===== config.mk =====
export PLATFORM = sky130hd
export DESIGN_NAME = dac_spi_scheduler
export DESIGN_NICKNAME = d
export VERILOG_FILES = /design/src/rtl/dac_spi_scheduler.sv
export SDC_FILE = /design/constraint.sdc
export NUM_CORES = 1
export LEC_CHECK = 0
export ABC_AREA = 1
export CAP_MARGIN = 20
export CORE_UTILIZATION = 56
export CTS_CLUSTER_SIZE = 12
export DETAILED_ROUTE_END_ITERATION = 6
export GPL_TIMING_DRIVEN = 1
export PLACE_DENSITY_LB_ADDON = 0.15
export SLEW_MARGIN = 15
export SYNTH_ARGS = -nofsm -noshare
export SYNTH_HDL_FRONTEND = slang
export SYNTH_SLANG_ARGS = --single-unit

===== constraint.sdc =====
create_clock -name clk -period 2.3 [get_ports clk]
set_clock_uncertainty 0.1 [all_clocks]
set_input_delay 0.46 -clock clk [delete_from_list [all_inputs] [get_ports clk]]
set_output_delay 0.46 -clock clk [all_outputs]
set_load 0.005 [all_outputs]

===== src/rtl/dac_spi_scheduler.sv =====
// Round-robin scheduler sharing one DAC SPI link between N_REQ word requesters.
// Each word goes out MSB-first as {channel addr, data}; LDAC pulses run between words.
module dac_spi_scheduler #(
    parameter int N_REQ        = 2,
    parameter int DATA_W       = 12,
    parameter int ADDR_W       = 4,
    parameter int SCLK_DIV     = 4,
    parameter int LATCH_CYCLES = 2
) (
    input  logic                    clk,
    input  logic                    reset_n,
    input  logic [N_REQ-1:0]        req_valid,
    input  logic [N_REQ*DATA_W-1:0] req_data,
    output logic [N_REQ-1:0]        req_ready,
    input  logic                    latch_req,
    output logic                    dac_csn,
    output logic                    dac_sclk,
    output logic                    dac_mosi,
    output logic                    dac_latchn,
    output logic                    busy,
    output logic [1:0]              grant_id
);

    localparam int W      = ADDR_W + DATA_W;
    localparam int HALVES = 2 * W + 1;
    localparam int HALF_W = $clog2(HALVES + 1);
    localparam int DIV_W  = (SCLK_DIV > 1) ? $clog2(SCLK_DIV) : 1;
    localparam int LAT_W  = (LATCH_CYCLES > 1) ? $clog2(LATCH_CYCLES) : 1;

    typedef enum logic [2:0] {S_IDLE, S_ARB, S_SHIFT, S_GAP, S_LATCH} state_t;

    state_t              state_q, state_d;
    logic [1:0]          rr_q, rr_d;
    logic [1:0]          grant_q, grant_d;
    logic                pend_q, pend_d;
    logic                csn_q, csn_d;
    logic                sclk_q, sclk_d;
    logic                latchn_q, latchn_d;
    logic [W-1:0]        shreg_q, shreg_d;
    logic [DIV_W-1:0]    div_q, div_d;
    logic [HALF_W-1:0]   half_q, half_d;
    logic [LAT_W-1:0]    lat_q, lat_d;

    logic [3:0]          valid_pad;
    logic [DATA_W-1:0]   data_arr [4];
    logic                found;
    logic [1:0]          win;
    logic [2:0]          cand;
    logic [1:0]          rr_next;
    logic [W-1:0]        word_sel;
    logic                div_end;

    // Unused requester slots read as idle with zero data so the arbiter can use fixed 2-bit indices.
    assign valid_pad = 4'(req_valid);
    for (genvar gi = 0; gi < 4; gi++) begin : g_data
        if (gi < N_REQ) begin : g_used
            assign data_arr[gi] = req_data[gi*DATA_W +: DATA_W];
        end else begin : g_unused
            assign data_arr[gi] = '0;
        end
    end

    always_comb begin
        found = 1'b0;
        win   = '0;
        cand  = '0;
        for (int k = 0; k < N_REQ; k++) begin
            cand = {1'b0, rr_q} + 3'(k);
            if (cand >= 3'(N_REQ)) begin
                cand = cand - 3'(N_REQ);
            end
            if (!found && valid_pad[cand[1:0]]) begin
                found = 1'b1;
                win   = cand[1:0];
            end
        end
    end

    assign rr_next  = (win == 2'(N_REQ - 1)) ? 2'd0 : win + 2'd1;
    assign word_sel = {ADDR_W'(win), data_arr[win]};
    assign div_end  = (div_q == DIV_W'(SCLK_DIV - 1));

    for (genvar gi = 0; gi < N_REQ; gi++) begin : g_ready
        assign req_ready[gi] = (state_q == S_ARB) && found && (win == 2'(gi));
    end

    always_comb begin
        state_d  = state_q;
        rr_d     = rr_q;
        grant_d  = grant_q;
        pend_d   = pend_q | latch_req;
        csn_d    = csn_q;
        sclk_d   = sclk_q;
        latchn_d = latchn_q;
        shreg_d  = shreg_q;
        div_d    = div_q;
        half_d   = half_q;
        lat_d    = lat_q;
        case (state_q)
            S_IDLE: begin
                if (pend_q) begin
                    state_d  = S_LATCH;
                    pend_d   = 1'b0;
                    latchn_d = 1'b0;
                    lat_d    = '0;
                end else if (|req_valid) begin
                    state_d = S_ARB;
                end
            end
            S_ARB: begin
                // A requester that withdrew since IDLE simply yields no grant.
                if (found) begin
                    shreg_d = word_sel;
                    csn_d   = 1'b0;
                    sclk_d  = 1'b0;
                    grant_d = win;
                    rr_d    = rr_next;
                    div_d   = '0;
                    half_d  = '0;
                    state_d = S_SHIFT;
                end else begin
                    state_d = S_IDLE;
                end
            end
            S_SHIFT: begin
                // Half 0 is setup, odd halves are sclk high, even halves low; the last low half ends the frame.
                if (div_end) begin
                    div_d  = '0;
                    half_d = half_q + 1'b1;
                    if (half_q == HALF_W'(HALVES - 1)) begin
                        csn_d   = 1'b1;
                        sclk_d  = 1'b0;
                        shreg_d = '0;
                        state_d = S_GAP;
                    end else if (!half_q[0]) begin
                        sclk_d = 1'b1;
                    end else begin
                        sclk_d  = 1'b0;
                        shreg_d = shreg_q << 1;
                    end
                end else begin
                    div_d = div_q + 1'b1;
                end
            end
            S_GAP: begin
                if (div_end) begin
                    div_d   = '0;
                    state_d = S_IDLE;
                end else begin
                    div_d = div_q + 1'b1;
                end
            end
            S_LATCH: begin
                if (lat_q == LAT_W'(LATCH_CYCLES - 1)) begin
                    latchn_d = 1'b1;
                    state_d  = S_IDLE;
                end else begin
                    lat_d = lat_q + 1'b1;
                end
            end
            default: state_d = S_IDLE;
        endcase
    end

    always_ff @(posedge clk) begin
        if (!reset_n) begin
            state_q  <= S_IDLE;
            rr_q     <= '0;
            grant_q  <= '0;
            pend_q   <= 1'b0;
            csn_q    <= 1'b1;
            sclk_q   <= 1'b0;
            latchn_q <= 1'b1;
            shreg_q  <= '0;
            div_q    <= '0;
            half_q   <= '0;
            lat_q    <= '0;
        end else begin
            state_q  <= state_d;
            rr_q     <= rr_d;
            grant_q  <= grant_d;
            pend_q   <= pend_d;
            csn_q    <= csn_d;
            sclk_q   <= sclk_d;
            latchn_q <= latchn_d;
            shreg_q  <= shreg_d;
            div_q    <= div_d;
            half_q   <= half_d;
            lat_q    <= lat_d;
        end
    end

    // MOSI is the shift register MSB; it empties to zero after the last bit.
    assign dac_csn    = csn_q;
    assign dac_sclk   = sclk_q;
    assign dac_mosi   = shreg_q[W-1];
    assign dac_latchn = latchn_q;
    assign busy       = (state_q != S_IDLE) || pend_q;
    assign grant_id   = grant_q;

endmodule


==> flow_summary.toml <==
[run_status]
outcome = "completed"

[synth]
synth_top_family_by_area = "simple AND/OR/NAND/NOR gates"
synth-xor-area-share_pct = 0.4271
synthDistinctLibCells = 21
synth_top_cell_by_area = "dfxtp_1"
netlist_top_cells_area = "dfxtp_1 (35%), nand2_1 (20%), inv_1 (11%)"
synth_top_area_share_pct = 35.14
synthMuxAreaShare_pct = 0
synth_seq_cells = 36
syn_nets = 377
synthAdderAreaFrac_pct = 1.830
yosysSeqAreaShare_pct = 35.14
synthSimpleGateAreaFrac_pct = 43.44
synth_area_um2 = 2051
syn_inst = 345
ys_warn_count = 0
synth.avg_cell_area_um2 = 5.944
synth_compound_area_share_pct = 4.759

[floorplanning]
die_height_um = 62.52
row_count = 21
fp.dieW_um = 62.52
ios = 38
dieArea_um2 = 3908
core_area_um2 = 3416
start_util_pct = 60.04

[route]
wl_per_cell_um = 10.46
vias = 2133
first_pass_iters = 4
drt_iter0_drc = 144
via_per_inst = 4.881
antenna_left = 0
routed_wl_um = 4573
drcViolationCount = 0

[cts]
cts.sink_count = 36
clkSlewWorstSetupHoldPaths_ns = 0.10
cts_tree = "done"
cts_root_buffer = "clkbuf_4"
cts_max_path_buffers = 2
htree_num_levels = 2
hold_buffers = 0
postCtsSetupRepairBufs = 0
clk_latency_ns = 0.34
numCtsBuffers = 5

[setup_path]
required_ns = 1.74
crit_buf_inv = 5
endpoint_kind = "output port"
rr_worst_depth = 10
worstSetupStartpointType = "primary input"
crit_path_top_delay_cell = "clkdlybuf4s50_1"
reg2reg_slack_ns = 0.49
path_cells = "clkdlybuf4s50_1 -> buf_4 -> nand2_1 -> nand2_1 -> nand2_1 -> inv_1 -> nand2_1 -> inv_1 -> dlygate4sd2_1"
reg2reg_to = "shreg_q[12]"
r2r_start = "half_q[0]"
worstPathMaxFanout = 2
cp_common_cell = "nand2_1"
worstSetupPathType = "in -> out"
cp_top_family = "buffers and inverters"
arrival_ns = 1.62
crit_path_max_incr_delay_ns = 0.47

[sta]
setup_violations = 0
min_period_over_period_pct = 94.93
rsz0062_at_grt = "no"
final_max_slew_viol_count = 0
fin_crit_ns = 2.183
timing.fmax_mhz = 458.0
relSlewSlack_pct = 78.09
hold_viol = 0
worst_slew_pin_slew_ns = 0.3276

[placed_design]
place_congestion = 0.8366
post_dp_cell_area_um2 = 2526
numPortBuffers = 37
post-dp-hpwl_um = 3375
dp_cells = 430

[cells_and_area]
syn_to_final_growth_pct = 26.66
nNetsFinal = 423
final_cells = 437
antenna-diode-count = 0
final_util_pct = 76.04
fillers = 296
fin_area_um2 = 2597
drive_gt1_share_pct = 7.417

[worst_hold_path]
min_path_cells = 2
worstHoldStart = "rr_q[1]"
hold_class = "reg -> reg"
min_to = "rr_q[1]"

[global_route]
grt_pass1_wl_um = 8086
antenna_found_initial = 0
grt_usage_pct = 25.62
grt_pass1_vias = 1899
globalRouteOverflowTotal = 0
grt_max_degree = 33

[power]
p_total_w = 0.001986
ir_worst_vdd_mv = 0.5928
p_leak_nw = 1.374
power_density_nw_per_um2 = 764.7

[job]
drv_cap = 0
==> power breakdown <==
part / leakage [nW] / switching, W / internal [W] / total (W)
clock: 0.0374 / 0.000205 / 0.000173 / 0.000378
sequential: 0.292 / 0.0000750 / 0.000730 / 0.000805
combinational: 1.04 / 0.000468 / 0.000335 / 0.000803
==> routing by layer <==
metal / track usage [%] / up-vias / wire length [µm]
met3: 5.109 / 9 / 154
met2: 42.53 / 46 / 2204
li1: - / 1138 / -
met1: 32.47 / 940 / 2144
met5: 0 / - / 0
met4: 9.884 / 0 / 70
==> cell usage after synthesis <==
| library cell | count |
|---|---|
| nor3_4 | 1 |
| buf_6 | 2 |
| xor2_1 | 1 |
| ha_1 | 3 |
| dfxtp_1 | 36 |
| or2_2 | 1 |
| nand2_2 | 1 |
| nand2_1 | 109 |
| nand4_1 | 5 |
| o21ai_0 | 3 |
| nor3_1 | 3 |
| inv_2 | 2 |
| nor2_1 | 57 |
| nand3_4 | 1 |
| nand3_1 | 35 |
| buf_4 | 1 |
| inv_1 | 60 |
| clkbuf_1 | 6 |
| o211ai_1 | 1 |
| buf_2 | 2 |
| a21oi_1 | 15 |
==> worst max-delay path by stage <==
stage | slack [ns] | cells after the start | end | startpoint
after floorplan | 0.56 | 5 | req_ready[0] | req_valid[0]
after CTS | 0.01 | 3 | busy | state_q[2]
after global routing | 0.005 | 9 | req_ready[0] | req_valid[0]
after global placement | -0.16 | 6 | req_ready[0] | req_valid[0]
final | 0.12 | 9 | req_ready[0] | req_valid[0]
after detailed placement | -0.22 | 6 | req_ready[0] | req_valid[0]
==> cell usage in the layout (no fill, tap or decap) <==
cell type,count
nand3_1,35
nand3_4,1
clkbuf_4,5
xor2_1,1
buf_4,12
inv_2,2
clkdlybuf4s50_1,34
o21ai_2,1
nand2_2,1
dfxtp_1,35
or2_2,1
nand2_1,109
o211ai_1,1
dfxtp_2,1
ha_1,3
inv_1,60
dlygate4sd2_1,3
o21ai_0,2
nor3_1,2
nor2_1,57
nor3_2,1
clkbuf_8,2
buf_12,1
nand4_1,5
nor3_4,1
a21oi_1,15
==> worst reg2reg max path, cell delays in order, from the launching register on <==
cell,delay (ns)
dfxtp_1,0.43
inv_1,0.08
ha_1,0.20
nand2_1,0.06
inv_1,0.03
nand3_1,0.09
buf_4,0.22
nand2_1,0.19
o21ai_0,0.20
nor2_1,0.07
nor2_1,0.10
==> cell families after synthesis <==
kind of cell,count (synthesis)
AO/OA/AOI/OAI,19
XOR/XNOR,1
adder cells (fa/ha/maj),3
buffers and inverters,73
flip-flops,36
AND/OR/NAND/NOR,213
==> per-stage QoR <==
step,hold WS [ns],setup WS (ns),TNS [ns]
2_1_floorplan,0.3193,0.5587,0
3_3_place_gp,0.3227,-0.1647,-0.3053
3_5_place_dp,0.3290,-0.2178,-0.3989
4_1_cts,0.3447,0.01335,0
5_1_grt,0.3716,0.005329,0
6_report,0.3424,0.1167,0
==> layout make-up <==
| cell class | count | area (µm²) | area share, % |
|---|---|---|---|
| Tap cell | 46 | 57.56 | 2.216 |
| Clock buffer | 7 | 65.06 | 2.505 |
| Multi-Input combinational cell | 236 | 1044 | 40.17 |
| Sequential cell | 36 | 721.9 | 27.79 |
| Inverter | 62 | 232.7 | 8.960 |
| Timing Repair Buffer | 50 | 476.7 | 18.35 |
==> sequential cells by signal, summed over array words and instances, names as in the netlist <==
signal and cells:
shreg_q 16, half_q 6, state_q 3, div_q 2, grant_id 2, rr_q 2
dac_csn 1, dac_latchn 1, dac_sclk 1, lat_q 1, pend_q 1
==> timing repair <==
item,CTS,global route
gates resized for setup,5,2
setup endpoints to repair,2,2
pin swaps,0,0
gates cloned,0,0
Note: power is estimated with default switching activity, not from simulation.
